<file path="src/rtl/pulse_symbol_sequencer_if.sv">
`default_nettype none
// ============================================================================
//  Module      : pulse_symbol_sequencer_if
//  Description : Valid/ready symbol push port feeding the sequencer FIFO.
//  Revision    : 1.0 - initial release
// ============================================================================
interface pulse_symbol_sequencer_if #(
  parameter int DUR_WIDTH = 8
) ();

  logic                 sym_valid;
  logic                 sym_ready;
  logic                 sym_level;
  logic [DUR_WIDTH-1:0] sym_duration;
  logic                 sym_last;

  modport master (
    output sym_valid,
    output sym_level,
    output sym_duration,
    output sym_last,
    input  sym_ready
  );

  modport slave (
    input  sym_valid,
    input  sym_level,
    input  sym_duration,
    input  sym_last,
    output sym_ready
  );

endinterface
`default_nettype wire

</file>
<file path="src/rtl/pulse_symbol_sequencer.sv">
`default_nettype none
// ============================================================================
//  Module      : pulse_symbol_sequencer
//  Description : Plays buffered (level, duration) symbols on pulse_out after a
//                start rising edge, with optional carrier gating of high symbols.
//  Revision    : 1.0 - initial release
// ============================================================================
module pulse_symbol_sequencer #(
  parameter int DUR_WIDTH     = 8,
  parameter int FIFO_DEPTH    = 4,
  parameter int CARRIER_WIDTH = 8
) (
  input  wire logic                           clk,
  input  wire logic                           sys_rst_n,
  input  wire logic                           start_d1,
  input  wire logic                           start_d2,
  input  wire logic                           stop,
  pulse_symbol_sequencer_if.slave             sym,
  input  wire logic                           carrier_en,
  input  wire logic [CARRIER_WIDTH-1:0]       carrier_half_period,
  input  wire logic                           idle_level,
  output logic                                pulse_out,
  output logic                                busy,
  output logic                                done,
  output logic                                underflow,
  output logic [$clog2(FIFO_DEPTH):0]         fifo_count
);

  localparam int AW = $clog2(FIFO_DEPTH);
  localparam int EW = DUR_WIDTH + 2;
  localparam logic [AW:0] C_FULL = (AW+1)'(FIFO_DEPTH);

  localparam logic [0:0] S_IDLE = 1'b0;
  localparam logic [0:0] S_RUN  = 1'b1;

  logic [0:0]               state_q, state_d;
  logic [EW-1:0]            mem_q [FIFO_DEPTH];
  logic [AW-1:0]            wr_ptr_q, wr_ptr_d;
  logic [AW-1:0]            rd_ptr_q, rd_ptr_d;
  logic [AW:0]              count_q, count_d;
  logic [DUR_WIDTH-1:0]     dur_cnt_q, dur_cnt_d;
  logic [CARRIER_WIDTH-1:0] car_cnt_q, car_cnt_d;
  logic                     phase_q, phase_d;
  logic                     level_q, level_d;
  logic                     last_q, last_d;
  logic                     pulse_q, pulse_d;
  logic                     done_q, done_d;
  logic                     underflow_q, underflow_d;

  logic                     start_edge;
  logic                     fifo_empty;
  logic                     push;
  logic                     pop;
  logic                     flush;
  logic [EW-1:0]            head;
  logic                     head_level;
  logic [DUR_WIDTH-1:0]     head_dur;
  logic                     head_last;
  logic                     car_wrap;
  logic                     phase_nx;
  logic [CARRIER_WIDTH-1:0] car_nx;

  assign start_edge    = start_d1 & ~start_d2;
  assign fifo_empty    = (count_q == '0);
  assign sym.sym_ready = (count_q != C_FULL);
  // stop discards any simultaneous push
  assign push          = sym.sym_valid & sym.sym_ready & ~stop;

  assign head       = mem_q[rd_ptr_q];
  assign head_level = head[EW-1];
  assign head_dur   = head[EW-2:1];
  assign head_last  = head[0];

  // Carrier runs free across symbol boundaries inside a frame
  assign car_wrap = (car_cnt_q == carrier_half_period);
  assign phase_nx = car_wrap ? ~phase_q : phase_q;
  assign car_nx   = car_wrap ? '0 : car_cnt_q + CARRIER_WIDTH'(1);

  always_ff @(posedge clk) begin
    if (push) begin
      mem_q[wr_ptr_q] <= {sym.sym_level, sym.sym_duration, sym.sym_last};
    end
  end

  always_ff @(posedge clk or negedge sys_rst_n) begin
    if (!sys_rst_n) begin
      state_q     <= S_IDLE;
      wr_ptr_q    <= '0;
      rd_ptr_q    <= '0;
      count_q     <= '0;
      dur_cnt_q   <= '0;
      car_cnt_q   <= '0;
      phase_q     <= 1'b0;
      level_q     <= 1'b0;
      last_q      <= 1'b0;
      pulse_q     <= 1'b0;
      done_q      <= 1'b0;
      underflow_q <= 1'b0;
    end else begin
      state_q     <= state_d;
      wr_ptr_q    <= wr_ptr_d;
      rd_ptr_q    <= rd_ptr_d;
      count_q     <= count_d;
      dur_cnt_q   <= dur_cnt_d;
      car_cnt_q   <= car_cnt_d;
      phase_q     <= phase_d;
      level_q     <= level_d;
      last_q      <= last_d;
      pulse_q     <= pulse_d;
      done_q      <= done_d;
      underflow_q <= underflow_d;
    end
  end

  always_comb begin
    state_d = state_q;
    if (stop) begin
      state_d = S_IDLE;
    end else begin
      case (state_q)
        S_IDLE: if (start_edge && !fifo_empty) state_d = S_RUN;
        S_RUN:  if (dur_cnt_q == '0 && (last_q || fifo_empty)) state_d = S_IDLE;
        default: state_d = S_IDLE;
      endcase
    end
  end

  always_comb begin
    pop         = 1'b0;
    flush       = 1'b0;
    dur_cnt_d   = dur_cnt_q;
    car_cnt_d   = car_cnt_q;
    phase_d     = phase_q;
    level_d     = level_q;
    last_d      = last_q;
    pulse_d     = pulse_q;
    done_d      = 1'b0;
    underflow_d = underflow_q;
    if (stop) begin
      flush   = 1'b1;
      pulse_d = idle_level;
    end else begin
      case (state_q)
        S_IDLE: begin
          pulse_d = idle_level;
          if (start_edge) begin
            if (!fifo_empty) begin
              pop         = 1'b1;
              underflow_d = 1'b0;
              dur_cnt_d   = head_dur;
              car_cnt_d   = '0;
              phase_d     = 1'b1;
              level_d     = head_level;
              last_d      = head_last;
              pulse_d     = head_level;
            end else begin
              underflow_d = 1'b1;
              done_d      = 1'b1;
            end
          end
        end
        S_RUN: begin
          car_cnt_d = car_nx;
          phase_d   = phase_nx;
          if (dur_cnt_q != '0) begin
            dur_cnt_d = dur_cnt_q - DUR_WIDTH'(1);
            pulse_d   = level_q & (~carrier_en | phase_nx);
          end else if (last_q) begin
            pulse_d = idle_level;
            done_d  = 1'b1;
          end else if (!fifo_empty) begin
            pop       = 1'b1;
            dur_cnt_d = head_dur;
            level_d   = head_level;
            last_d    = head_last;
            pulse_d   = head_level & (~carrier_en | phase_nx);
          end else begin
            underflow_d = 1'b1;
            done_d      = 1'b1;
            pulse_d     = idle_level;
          end
        end
        default: pulse_d = idle_level;
      endcase
    end
  end

  always_comb begin
    wr_ptr_d = wr_ptr_q;
    rd_ptr_d = rd_ptr_q;
    count_d  = count_q;
    if (flush) begin
      wr_ptr_d = '0;
      rd_ptr_d = '0;
      count_d  = '0;
    end else begin
      if (push) wr_ptr_d = wr_ptr_q + AW'(1);
      if (pop)  rd_ptr_d = rd_ptr_q + AW'(1);
      case ({push, pop})
        2'b10:   count_d = count_q + (AW+1)'(1);
        2'b01:   count_d = count_q - (AW+1)'(1);
        default: count_d = count_q;
      endcase
    end
  end

  assign pulse_out  = pulse_q;
  assign busy       = (state_q == S_RUN);
  assign done       = done_q;
  assign underflow  = underflow_q;
  assign fifo_count = count_q;

endmodule
`default_nettype wire
</file>
<file path="src/flat_wrapper.sv">
// flat-port wrapper written by rule: the top's interface ports become plain ports
module pulse_symbol_sequencer_flat 
#(
  parameter int DUR_WIDTH     = 8,
  parameter int FIFO_DEPTH    = 4,
  parameter int CARRIER_WIDTH = 8
)
  (clk, sys_rst_n, start_d1, start_d2, stop, carrier_en, carrier_half_period, idle_level, pulse_out, busy, done, underflow, fifo_count, sym_sym_valid, sym_sym_level, sym_sym_duration, sym_sym_last, sym_sym_ready);
  pulse_symbol_sequencer_if #(.DUR_WIDTH(DUR_WIDTH)) sym_i ();
  input  wire logic clk;
  input  wire logic sys_rst_n;
  input  wire logic start_d1;
  input  wire logic start_d2;
  input  wire logic stop;
  input  wire logic carrier_en;
  input  wire logic [CARRIER_WIDTH-1:0] carrier_half_period;
  input  wire logic idle_level;
  output logic pulse_out;
  output logic busy;
  output logic done;
  output logic underflow;
  output logic [$clog2(FIFO_DEPTH):0] fifo_count;
  input wire logic [$bits(sym_i.sym_valid)-1:0] sym_sym_valid;
  input wire logic [$bits(sym_i.sym_level)-1:0] sym_sym_level;
  input wire logic [$bits(sym_i.sym_duration)-1:0] sym_sym_duration;
  input wire logic [$bits(sym_i.sym_last)-1:0] sym_sym_last;
  output wire logic [$bits(sym_i.sym_ready)-1:0] sym_sym_ready;
  assign sym_i.sym_valid = sym_sym_valid;
  assign sym_i.sym_level = sym_sym_level;
  assign sym_i.sym_duration = sym_sym_duration;
  assign sym_i.sym_last = sym_sym_last;
  assign sym_sym_ready = sym_i.sym_ready;
  pulse_symbol_sequencer #(.DUR_WIDTH(DUR_WIDTH), .FIFO_DEPTH(FIFO_DEPTH), .CARRIER_WIDTH(CARRIER_WIDTH)) u_core (.clk(clk), .sys_rst_n(sys_rst_n), .start_d1(start_d1), .start_d2(start_d2), .stop(stop), .sym(sym_i), .carrier_en(carrier_en), .carrier_half_period(carrier_half_period), .idle_level(idle_level), .pulse_out(pulse_out), .busy(busy), .done(done), .underflow(underflow), .fifo_count(fifo_count));
endmodule
</file>
<file path="config.mk">
export PLATFORM = sky130hd
export DESIGN_NAME = pulse_symbol_sequencer_flat
export DESIGN_NICKNAME = d
export VERILOG_FILES = /design/src/rtl/pulse_symbol_sequencer_if.sv /design/src/rtl/pulse_symbol_sequencer.sv /design/src/flat_wrapper.sv
export SDC_FILE = /design/constraint.sdc
export NUM_CORES = 1
export LEC_CHECK = 0
export ABC_CLOCK_PERIOD_IN_PS = 3000
export BUFFER_PORTS_ARGS = -buffer_cell sky130_fd_sc_hd__clkbuf_2
export CORE_MARGIN = 2
export CORE_UTILIZATION = 40
export CTS_BUF_LIST = sky130_fd_sc_hd__clkbuf_4
export DETAILED_ROUTE_END_ITERATION = 16
export GPL_TIMING_DRIVEN = 0
export PLACE_DENSITY = 0.65
export SLEW_MARGIN = 0
export SYNTH_ARGS = -nofsm -noshare
export SYNTH_HDL_FRONTEND = slang
export SYNTH_SLANG_ARGS = --single-unit
</file>
<file path="constraint.sdc">
create_clock -name clk -period 3 [get_ports clk]
set_input_delay 0.6 -clock clk [delete_from_list [all_inputs] [get_ports clk]]
set_output_delay 0.6 -clock clk [all_outputs]
set_load 0.01 [all_outputs]
</file>
### After elaboration in Yosys (flattened, before gate mapping)

Memory sizes are Yosys's and may differ from the RTL's.
Cells that the tools add are included.
W data, S select, Z words.

| word-level totals | value |
|---|---|
| memories | 1 |
| register bits after elaboration | 30 |
| input bits | 26 |
| output and inout bits | 8 |
| memory bits (writable) | 40 |
| logic and storage cells | 116 |

| cells by class | value |
|---|---|
| muxes and demuxes | 61 |
| reductions and logical operators | 15 |
| bitwise operators | 11 |
| equality and inequality tests | 10 |
| $add $sub $neg | 6 |

Memories:

| memory | words | bits a word | read ports | clocked after Yosys merged registers in | wr ports | line | RTL |
|---|---|---|---|---|---|---|---|
| u_core.mem_q | 4 | 10 | 1 | 0 | 1 | pulse_symbol_sequencer.sv:37 | `logic [EW-1:0] mem_q [FIFO_DEPTH];` |

Operator list:

| operator | count |
|---|---|
| $mux W8 | 7 |
| $mux W1 | 38 |
| $pmux W8 S2 | 2 |
| $pmux W1 S2 | 8 |
| $add A8 B1 Y8 const B | 1 |
| $eq A8 B8 Y1 | 1 |
| $logic_not A8 Y1 | 1 |
| $mux W2 | 4 |
| $ne A2 B2 Y1 const B | 4 |
| $reduce_and A4 Y1 | 2 |
| $reduce_bool A8 Y1 | 1 |
| $sub A8 B1 Y8 const B | 1 |
| $ne A3 B3 Y1 const B | 2 |
| $pmux W3 S2 | 1 |
| $reduce_and A3 Y1 | 2 |
| $and A1 B1 Y1 | 5 |
| $not A1 Y1 | 5 |
| $reduce_and A5 Y1 | 1 |
| $add A2 B1 Y2 const B | 2 |
| $reduce_bool A2 Y1 | 2 |
| $add A3 B1 Y3 const B | 1 |
| $logic_not A3 Y1 | 1 |
| $mux W3 | 1 |
| $reduce_bool A3 Y1 | 1 |
| other kinds (8) | 9 |

### Longest topological paths before layout

Gate-level depths: netlist of run 1.

| logic depth | value |
|---|---|
| depth after elaboration | 9 |
| gate-level depth with buffers | 11 |
| depth with buffers taken out | 11 |

### Worst setup path after synthesis of run 1

Ideal clock, no wire load.

| timing path | value |
|---|---|
| kind | reg-to-reg |
| from | register u_core.dur_cnt_q[0] |
| to | register u_core.count_q[2] (netlist: u_core.fifo_count[2]) |
| path buffers | 0 |
| required time | 2.922 ns |
| setup slack | 0.469 ns |
| period minus slack after synthesis | 2.531 ns |
| arrival | 2.453 ns |
| library setup time | 0.078 ns |
| stages on the path, launching flop included | 12 |
| cell sequence | dfrtp_1 inv_1 ha_1 or3b_2 nor2_8 a31oi_4 nor3_2 ha_1 fa_1 xnor2_1 or3_1 a21oi_1 |

| between the ends | value |
|---|---|
| longest elaborated chain between the ends | 7 |
| elaborated cells between the ends (all ways) | 9 |
| those cells by class | eq/ne: 2; mux: 5; reduce/logical: 2 |

Ends and longest elaborated chain:

| what | line | RTL |
|---|---|---|
| start, declared | pulse_symbol_sequencer.sv:41 | `logic [DUR_WIDTH-1:0] dur_cnt_q, dur_cnt_d;` |
| start signal, assigned | pulse_symbol_sequencer.sv:104 | `dur_cnt_q <= dur_cnt_d;` |
| $reduce_bool A8 Y1 (*) | pulse_symbol_sequencer.sv:165 | `if (dur_cnt_q != '0) begin` |
| $mux W1 (*) | pulse_symbol_sequencer.sv:165 |  |
| $pmux W1 S2 (*) | pulse_symbol_sequencer.sv:143 | `case (state_q)` |
| $mux W1 (*) | pulse_symbol_sequencer.sv:139 | `if (stop) begin` |
| $eq A2 B1 Y1 or $eq A2 B2 Y1 (tied branches) | pulse_symbol_sequencer.sv:199 | `case ({push, pop})` |
| $pmux W3 S2 | pulse_symbol_sequencer.sv:199 |  |
| $mux W3 | pulse_symbol_sequencer.sv:192 | `if (flush) begin` |
| end signal, assigned | pulse_symbol_sequencer.sv:103 | `count_q <= count_d;` |
| end, declared | pulse_symbol_sequencer.sv:40 | `logic [AW:0] count_q, count_d;` |

Every way passes the cells marked *; elsewhere a longest branch is shown, timed or not.
A chain may end at the register's enable or synchronous reset.

### Worst setup path after layout of run 1

Ends and elaborated chain as after synthesis.

==> flow_metrics.env, run 1 <==
export IMPL_outcome="finished, final reports clean"
export IMPL_ios=34
export IMPL_area_delta_synth_final_pct=12.61
export IMPL_clock_sinks=70
export IMPL_critPathKind="reg -> reg"
export IMPL_ys_ff_latch=70
export IMPL_startpoint_type="register"
export IMPL_synthDistinctLibCells=54
export IMPL_dp_hpwl_um=4649
export IMPL_port_buffers=33
export IMPL_synth_cells=274
export IMPL_antenna_found_initial=0
export IMPL_grt_pass1_wl_um=11000
export IMPL_fin_crit_sh_pct=93.31
export IMPL_peakVddDrop_v=0.0003715
export IMPL_fp_dieH_um=96.50
export IMPL_fin_cells=428
export IMPL_antenna_cells=0
export IMPL_post_cts_setup_buffer_count=0
export IMPL_core_sq_um=8258
export IMPL_rows=33
export IMPL_worstMarginPinSlew_ps=803.1
export IMPL_gr_total_overflow=0
export IMPL_synth_top_area_share_pct=35.10
export IMPL_finalHoldViolCount=0
export IMPL_r2r_start="u_core.dur_cnt_q[0]"
export IMPL_synthFlopType="edfxtp_1"
export IMPL_drt_initial_drc_count=171
export IMPL_setup_viol=0
export IMPL_r2r_end="u_core.fifo_count[2]"
export IMPL_grt_pass1_vias=2273
export IMPL_cp_max_fo=6
export IMPL_first_pass_iters=4
export IMPL_max_freq_ghz=0.3572
export IMPL_tns_ps=0
export IMPL_p_per_area_nw_per_um2=564.0
export IMPL_fin_nets=353
export IMPL_p_leak_nw=1.523
export IMPL_wl_um=6862
export IMPL_viasPerCell=5.488
export IMPL_ctsLongestPathBuffers=2
export IMPL_crit_path_end_kind="register"
export IMPL_drv_slew=0
export IMPL_placedCellCount=412
export IMPL_syn_avg_cell_area_sq_um=12.49
export IMPL_holdWs_ps=227.6
export IMPL_finClkSkew_ps=17.96
export IMPL_synth_edf_count=40
export IMPL_hp_class="in -> async"
export IMPL_post_drt_wl_per_cell_um=16.03
export IMPL_htreeDepth=3
export IMPL_drive_above_1_share_pct=23.22
export IMPL_maxCapViolations=0
export IMPL_cts_tree="done"
export IMPL_fin_crit_ps=2799
export IMPL_syn_area_sq_um=3422
export IMPL_ff2ff_setup_slack_ps=200
export IMPL_grt_max_degree=31
export IMPL_relSlewSlack_pct=46.46
export IMPL_track_usage_pct=15.89
export IMPL_critPathRequiredTime_ps=3350
export IMPL_arrival_ps=3150
export IMPL_synthArstFlopShare_pct=42.86
export IMPL_synth_top_area_cell="edfxtp_1"
export IMPL_layout_setup_ws_ps=200.6
export IMPL_synth_common_cells="edfxtp_1 (40), dfrtp_1 (30), nand2_1 (22)"
export IMPL_yosys_top_cells_area="edfxtp_1 (35%), dfrtp_1 (22%), mux4_2 (6.6%)"
export IMPL_clock_latency_ps=420
export IMPL_root_buffer="clkbuf_4"
export IMPL_path_clk_slew_ps=140
export IMPL_gp_congestion=0.7637
export IMPL_numCtsBuffers=9
export IMPL_yosysSeqAreaShare_pct=57.04
export IMPL_ant_nets=0
export IMPL_synth_nets=309
export IMPL_ff2ff_path_depth=11
export IMPL_startpoint="u_core.dur_cnt_q[0]"
export IMPL_route_vias_total=2349
export IMPL_fp_dieArea_sq_um=9311
export IMPL_drc_errors=0
export IMPL_start_util_pct=41.44
export IMPL_worstSetupEndpoint="u_core.fifo_count[2]"
export IMPL_yosysMostFrequentCell="edfxtp_1"
export IMPL_rsz0062_at_grt="no"
export IMPL_synth_warnings=0
export IMPL_die_w_um=96.50
export IMPL_post_place_ws_ps=128.8
==> state kept, by name, indices dropped and copies added (netlist names) <==
signal,count
u_core.dur_cnt_q,8
u_core.mem_q,40
u_core.car_cnt_q,8
u_core.wr_ptr_q,2
u_core.busy,1
u_core.rd_ptr_q,2
u_core.underflow,1
u_core.level_q,1
u_core.fifo_count,3
u_core.phase_q,1
u_core.last_q,1
u_core.pulse_out,1
u_core.done,1
==> per-layer routing <==
layer  GRT usage (%)  vias up  part of all wire (%)  wire length [um]
met2           26.27       67                    49              3335
li1                -     1117                     -                 -
met3           3.724        8                   4.0               277
met5               0        -                     0                 0
met4           6.221        0                   1.3                91
met1           20.31     1157                    46              3156
==> worst max-delay path: stages (launching register included) <==
cell and delay [ps]:
dfrtp_1 450, inv_1 100, ha_1 170, or3b_2 570
nor2_8 180, a31oi_4 120, nor3_2 180, ha_1 230
fa_1 200, xnor2_1 80, or3_1 300, a21oi_1 140
==> where the power goes <==
part	internal [mW]	leakage, nW	total [mW]	switching [mW]
Combinational	0.163	0.705	0.367	0.204
Sequential	1.11	0.748	1.22	0.108
Clock	0.189	0.0698	0.586	0.397
==> stage by stage <==
| stage | area (sq um) | total power [mW] | util, % |
|---|---|---|---|
| global placement | 3719 | 1.590 | 45.03 |
| CTS | 3849 | 2.189 | 46.61 |
| global route | 3854 | 2.294 | 46.67 |
| detailed placement | 3719 | 1.605 | 45.03 |
| floorplan | 3422 | 1.478 | - |
| finish | 3854 | 2.173 | 46.67 |
==> worst min-delay path by stage <==
stage / startpoint / to / cells past startpoint
2_1_floorplan: sys_rst_n / u_core.busy / 0
3_3_place_gp: u_core.level_q / u_core.level_q / 1
3_5_place_dp: u_core.level_q / u_core.level_q / 1
4_1_cts: sys_rst_n / u_core.dur_cnt_q[1] / 1
5_1_grt: sys_rst_n / u_core.car_cnt_q[7] / 1
6_report: sys_rst_n / u_core.dur_cnt_q[1] / 1
==> repair_timing <==
item                                    in CTS  in global routing
hold buffers                                 0                  0
gates resized for setup                      0                  1
endpoints found under the setup margin       0                  1
==> layout make-up <==
cell class,count,area [sq um]
repair buffers,33,165.2
plain buffers,8,32.53
inverters,9,33.78
well taps,105,131.4
fillers,793,4404
clock buffers,9,67.56
multi-input cells,187,1409
clock inverters,7,62.56
flip-flops and latches,70,1952
==> cell usage in the layout, fill, tap and decap left out, types with 2 or more instances in the layout <==
cell type / n
nor2b_1: 2
nor2_1: 19
inv_1: 9
edfxtp_1: 40
o21a_1: 3
a31oi_1: 2
nand2b_1: 2
a22o_1: 5
a21o_1: 4
a21oi_1: 21
nor4_1: 3
and2_1: 6
buf_2: 2
clkbuf_1: 6
xnor2_1: 2
o31ai_1: 2
nor3_1: 5
inv_6: 4
and3_1: 2
or3_1: 3
xor2_1: 11
mux2_2: 2
o21ai_0: 13
nand2_1: 22
ha_1: 8
mux2i_1: 4
mux4_2: 10
dfrtp_1: 30
nor3_2: 2
nand3_1: 9
clkbuf_4: 9
clkbuf_2: 33
==> cells by family after synthesis <==
group | count (synthesis) | synth area share (%)
simple gates | 83 | 12.54
flops | 70 | 57.04
compound gates | 66 | 13.24
buf+inv | 17 | 1.938
mux | 16 | 8.410
xor+xnor | 13 | 3.327
fa+ha+maj | 9 | 3.510
No activity file was read; power rests on OpenSTA's default activity.
==> run 2, diff against run 1 <==
- ABC_AREA: default -> 1
==> run 2 against run 1 <==
Net effect:
- clock skew is 4.4 ps lower
- combinational power rose by 150%
- sequential power grew 5%
- power increased by 31%
- non-clock buffer count increased by 1
- via count increased by 22%
- register-to-register slack better by 480 ps
- count of clock-buffer cells in the layout did not move
- flip-flop and latch count unchanged
- clock power up 13%
- critical endpoint unchanged
- critical path type unchanged
==> flow_metrics.env, run 2 <==
export IMPL_htreeDepth=3
export IMPL_setup_viol=0
export IMPL_top_regs="u_core.mem_q: 40 flops, u_core.car_cnt_q: 8 flops, u_core.dur_cnt_q: 8 flops"
export IMPL_synth_cells=415
export IMPL_critPathRequiredTime_ps=3340
export IMPL_track_usage_pct=16.10
export IMPL_cp_max_fo=9
export IMPL_gr_total_overflow=0
export IMPL_grt_pass1_vias=2652
export IMPL_die_w_um=98.95
export IMPL_startpoint="u_core.fifo_count[0]"
export IMPL_core_sq_um=8721
export IMPL_worstSetupEndpoint="u_core.fifo_count[2]"
export IMPL_final_common_cell="nand2_1"
export IMPL_fin_crit_ps=2321
export IMPL_outcome="finished, final reports clean"
export IMPL_route_vias_total=2858
export IMPL_viasPerCell=4.997
export IMPL_rsz0062_at_grt="no"
export IMPL_numCtsBuffers=9
export IMPL_start_util_pct=41.35
export IMPL_use_met2_pct=25.83
export IMPL_dp_hpwl_um=5276
export IMPL_post_drt_wl_per_cell_um=13.12
export IMPL_port_buffers=33
export IMPL_clock_sinks=70
export IMPL_drt_initial_drc_count=146
export IMPL_synth_common_cells="nand2_1 (116), nor2_1 (52), inv_1 (44)"
export IMPL_yosys_top_cells_area="edfxtp_1 (33%), dfrtp_1 (21%), nand2_1 (12%)"
export IMPL_path_clk_slew_ps=130
export IMPL_grt_pass1_wl_um=12580
export IMPL_drv_slew=0
export IMPL_cp_slowest_cell="dfrtp_1"
export IMPL_ff2ff_setup_slack_ps=680
export IMPL_synth_top_area_share_pct=33.31
export IMPL_fin_nets=494
export IMPL_tns_ps=0
export IMPL_fin_crit_sh_pct=77.38
export IMPL_fp_dieArea_sq_um=9790
export IMPL_finalHoldViolCount=0
export IMPL_crit_path_end_kind="register"
export IMPL_synthArstFlopShare_pct=42.86
export IMPL_fp_dieH_um=98.95
export IMPL_synth_warnings=0
export IMPL_r2r_end="u_core.fifo_count[2]"
export IMPL_ff2ff_path_depth=13
export IMPL_area_delta_synth_final_pct=12.60
export IMPL_synthDistinctLibCells=32
export IMPL_synth_nets=450
export IMPL_antenna_found_initial=0
export IMPL_relSlewSlack_pct=31.73
export IMPL_post_cts_setup_buffer_count=0
export IMPL_largest_register_ffs=40
export IMPL_hp_class="in -> async"
export IMPL_synth_edf_count=40
export IMPL_worstMarginPinSlew_ps=1020
export IMPL_r2r_start="u_core.fifo_count[0]"
export IMPL_drc_errors=0
export IMPL_root_buffer="clkbuf_4"
export IMPL_ctsLongestPathBuffers=2
export IMPL_largest_register="u_core.mem_q"
export IMPL_p_per_area_nw_per_um2=702.5
export IMPL_yosysSeqAreaShare_pct=54.13
export IMPL_startpoint_type="register"
export IMPL_cts_resized_gates=0
export IMPL_p_leak_nw=1.844
export IMPL_synth_top_area_cell="edfxtp_1"
export IMPL_grt_max_degree=31
export IMPL_holdWs_ps=243.2
export IMPL_syn_avg_cell_area_sq_um=8.689
export IMPL_maxCapViolations=0
export IMPL_ys_ff_latch=70
export IMPL_max_freq_ghz=0.4308
export IMPL_peakVddDrop_v=0.0003643
export IMPL_cp_common_cell="nand2_1"
export IMPL_ios=34
export IMPL_ant_nets=0
export IMPL_cts_tree="done"
export IMPL_critPathKind="reg -> reg"
export IMPL_hold_buffers=0
export IMPL_max_stage_delay_ps=460
export IMPL_grt_use_met1_pct=21.49
export IMPL_cp_cell_sequence="nor2_2, nand2_2, nand2_1, nand2_1, nand2_1, inv_2, nand2_1, inv_1, ha_1, fa_1, xnor2_1, nand2_1, o21ai_0"
export IMPL_arrival_ps=2670
export IMPL_rows=34
export IMPL_yosysMostFrequentCell="nand2_1"
export IMPL_top_usage_layer="met2"
export IMPL_wl_um=7507
export IMPL_syn_area_sq_um=3606
export IMPL_antenna_cells=0
export IMPL_gp_congestion=0.8120
export IMPL_grt_use_met3_pct=4.397
export IMPL_finClkSkew_ps=13.52
export IMPL_synthFlopType="edfxtp_1"
export IMPL_drive_above_1_share_pct=16.16
export IMPL_first_pass_iters=4
export IMPL_clock_latency_ps=420
export IMPL_mostFrequentLayoutCells="nand2_1 (116), nor2_1 (52), inv_1 (44)"
[run 2: cell type report]
type	instances	area (sq um)
Buffer	9	66.31
Clock buffer	9	67.56
Clock inverter	7	86.33
Fill cell	833	4661
Inverter	51	196.4
Multi-Input combinational cell	285	1391
Sequential cell	70	1952
Tap cell	108	135.1
Timing Repair Buffer	33	165.2
[run 2: logic make-up after synthesis]
kind of cell,synth area share [%]
compound gates,7.738
xor+xnor,1.457
fa+ha+maj,3.331
buf+inv,7.287
flops,54.13
simple gates,26.06
[run 2: layer usage]
| layer | vias up | part of all wire [%] |
|---|---|---|
| met5 | - | 0 |
| met4 | 0 | 1.1 |
| met3 | 10 | 6.0 |
| met2 | 73 | 48 |
| met1 | 1330 | 45 |
| li1 | 1445 | - |
[run 2: power by group]
group / total (mW) / switching [mW] / internal [mW]
Combinational: 0.911 / 0.594 / 0.317
Clock: 0.664 / 0.390 / 0.274
Sequential: 1.28 / 0.123 / 1.15
[run 2: worst min-delay path by stage]
stage / end / slack [ps] / from / cells after the start
floorplan: u_core.busy / 300 / sys_rst_n / 0
global placement: u_core.level_q / 480 / u_core.level_q / 2
detailed placement: u_core.level_q / 480 / u_core.level_q / 2
CTS: u_core.car_cnt_q[4] / 250 / sys_rst_n / 1
global route: u_core.car_cnt_q[4] / 280 / sys_rst_n / 1
finish: u_core.car_cnt_q[5] / 240 / sys_rst_n / 1
[run 2: per-stage QoR]
stage	power [mW]	setup slack, ps	instance area, sq um	utilization [%]	instances
final	2.852	678.5	4060	46.56	572
after global routing	3.062	496.7	4060	46.56	572
after CTS	2.871	655.1	4060	46.56	572
after detailed placement	2.200	493.5	3906	44.79	556
after global placement	2.178	538.9	3906	44.79	556
after floorplan	1.940	933.4	3606	-	415
[run 2: worst max-delay path: cells and delay by family, from the launching register on]
family / cells / cell delay [ps]
buffers and inverters: 2 / 160
DFF: 1 / 460
AOI/OAI and AO/OA: 1 / 70
xor gates and xnor gates: 1 / 180
adders and majority gates: 2 / 630
and+or+nand+nor: 7 / 740
==> run 3, diff against run 2 <==
- ABC_AREA: 1 -> 0
- ABC_CLOCK_PERIOD_IN_PS: 3000 -> 2000
- PLACE_DENSITY: 0.65 -> 0.67
- clock period: 3 -> 2 ns (I/O delays scaled with it)
==> run 3 against run 2 <==
Net effect:
- the run now ends with setup timing left
- global-route usage rose by 0.32 points
- wire length down 4.1%
- sequential share of layout area is 0.39 points lower
- count of clock-buffer cells in the layout is the same
- sequential power grew 43%
- cell area rose by 1.1%
- first-iteration DRC count grew 31%
- critical path depth fell by 4
- register-to-register slack worse by 1100 ps
- power is 23% higher
==> flow_metrics.env, run 3 (same netlist as run 1, synthesis figures left out) <==
export IMPL_outcome="complete, but fails checks"
export IMPL_violations="setup timing"
export IMPL_worstMarginPinSlew_ps=777.3
export IMPL_crit_path_end_kind="register"
export IMPL_ant_nets=0
export IMPL_seq_power_share_pct=52.1
export IMPL_fin_crit_sh_pct=123.1
export IMPL_switching_share_pct=30.74
export IMPL_r2r_start="u_core.dur_cnt_q[6]"
export IMPL_hp_class="in -> async"
export IMPL_post_drt_wl_per_cell_um=16.25
export IMPL_cts_tree="done"
export IMPL_p_per_area_nw_per_um2=856.6
export IMPL_switchingPower_mw=1.081
export IMPL_clkPwrFrac_pct=26.1
export IMPL_route_vias_total=2414
export IMPL_fp_dieH_um=96.50
export IMPL_first_pass_iters=4
export IMPL_numCtsBuffers=9
export IMPL_rows=33
export IMPL_htreeDepth=3
export IMPL_fp_dieArea_sq_um=9311
export IMPL_core_sq_um=8258
export IMPL_grt_max_degree=31
export IMPL_drt_initial_drc_count=191
export IMPL_startpoint_type="register"
export IMPL_peakVddDrop_v=0.0004276
export IMPL_port_buffers=33
export IMPL_critPathBufInv=0
export IMPL_finClkSkew_ps=17.45
export IMPL_top_regs="u_core.mem_q: 40 flops, u_core.car_cnt_q: 8 flops, u_core.dur_cnt_q: 8 flops"
export IMPL_start_util_pct=41.44
export IMPL_ios=34
export IMPL_fin_crit_ps=2461
export IMPL_r2r_end="u_core.fifo_count[2]"
export IMPL_wl_um=7199
export IMPL_drc_errors=0
export IMPL_antenna_found_initial=1
export IMPL_fillers=737
export IMPL_critPathRequiredTime_ps=2350
export IMPL_fin_cells=443
export IMPL_ff2ff_path_depth=9
export IMPL_setup_viol=11
export IMPL_track_usage_pct=16.42
export IMPL_placedCellCount=412
export IMPL_p_leak_nw=1.605
export IMPL_gr_total_overflow=0
export IMPL_clock_sinks=70
export IMPL_viasPerCell=5.449
export IMPL_relSlewSlack_pct=48.18
export IMPL_cp_top_family="simple AND/OR/NAND/NOR gates"
export IMPL_drv_slew=0
export IMPL_comb_power_share_pct=21.8
export IMPL_maxCapViolations=0
export IMPL_area_delta_synth_final_pct=19.93
export IMPL_root_buffer="clkbuf_4"
export IMPL_arrival_ps=2810
export IMPL_cp_slowest_cell="or4_4"
export IMPL_layout_setup_ws_ps=-461.0
export IMPL_max_freq_ghz=0.4063
export IMPL_cp_max_fo=4
export IMPL_largest_register="u_core.mem_q"
export IMPL_final_common_cell="edfxtp_1"
export IMPL_clock_latency_ps=430
export IMPL_grt_pass1_vias=2307
export IMPL_path_clk_slew_ps=130
export IMPL_drive_above_1_share_pct=30.86
export IMPL_max_stage_delay_ps=600
export IMPL_p_int_mw=2.435
export IMPL_fin_nets=367
export IMPL_dp_hpwl_um=4739
export IMPL_critPathKind="reg -> reg"
export IMPL_largest_register_ffs=40
export IMPL_die_w_um=96.50
export IMPL_grt_pass1_wl_um=11230
export IMPL_tns_ps=-1464
export IMPL_ctsLongestPathBuffers=2
export IMPL_mostFrequentLayoutCells="edfxtp_1 (40), clkbuf_2 (33), dfrtp_1 (26)"
export IMPL_cp_cell_sequence="or4_4, nor2_8, a31oi_4, nor3_4, ha_4, fa_2, xnor2_1, or3_1, a21oi_2"
export IMPL_rsz0062_at_grt="yes"
export IMPL_gp_congestion=0.8047
export IMPL_ff2ff_setup_slack_ps=-460
export IMPL_finalHoldViolCount=0
==> run 3: worst reg2reg max path, cell delays in order (launching register included) <==
cell and delay [ps]:
dfrtp_1 440, or4_4 610, nor2_8 150, a31oi_4 110, nor3_4 190, ha_4 180, fa_2 200, xnor2_1 80
or3_1 320, a21oi_2 130
==> run 3: layer usage <==
layer  share of wire [%]  vias up  global-route usage [%]
met2                  50       66                   26.79
met4                 2.2        0                   8.099
li1                    -     1147                       -
met5                   0        -                       0
met3                 3.2       15                   3.491
met1                  44     1186                   20.81
==> run 3: per-stage QoR <==
step	area (sq um)	setup WS [ps]	util, %	hold WS (ps)	total power, mW
3_5_place_dp	3726	-778.3	45.12	487.2	2.417
3_3_place_gp	3726	-771.9	45.12	486.0	2.390
6_report	4104	-461.0	49.70	24.78	3.515
2_1_floorplan	3430	-408.0	-	104.4	2.222
4_1_cts	3995	-569.2	48.38	32.14	3.440
5_1_grt	4104	-526.8	49.70	63.56	3.703
==> run 3: area by class of cell <==
class / count / area [sq um] / area share (%)
diodes: 1 / 2.502 / 0.06098
plain buffers: 7 / 28.78 / 0.7012
clock buffers: 9 / 67.56 / 1.646
clock inverters: 7 / 72.57 / 1.768
inverters: 9 / 33.78 / 0.8232
multi-input cells: 187 / 1529 / 37.26
flip-flops and latches: 70 / 1957 / 47.68
well taps: 105 / 131.4 / 3.201
repair buffers: 48 / 281.5 / 6.860
==> run 3: worst max path at each step <==
stage                               startpoint                    to  slack (ps)  cells after the start
after global placement    u_core.fifo_count[0]  u_core.fifo_count[2]        -770                      7
final                      u_core.dur_cnt_q[6]  u_core.fifo_count[2]        -460                      9
after floorplan            u_core.dur_cnt_q[0]  u_core.fifo_count[2]        -410                     11
after global routing       u_core.dur_cnt_q[0]  u_core.fifo_count[2]        -530                     11
after CTS                  u_core.dur_cnt_q[0]  u_core.fifo_count[2]        -570                     11
after detailed placement  u_core.fifo_count[0]  u_core.fifo_count[2]        -780                      7
==> run 3: power groups by stage <==
stage / registers, mW / logic [mW] / clock network (mW)
after floorplan: 1.82 / 0.397 / 0
after global placement: 1.86 / 0.534 / 0
after detailed placement: 1.86 / 0.555 / 0
after CTS: 1.83 / 0.668 / 0.944
after global routing: 1.85 / 0.844 / 1.01
final: 1.83 / 0.765 / 0.919
==> run 3: timing repair <==
item | CTS | global route
setup endpoints to repair | 19 | 63
pin swaps | 4 | 4
buffers inserted | 9 | 6
hold buffers | 0 | 0
gates resized for setup | 13 | 13
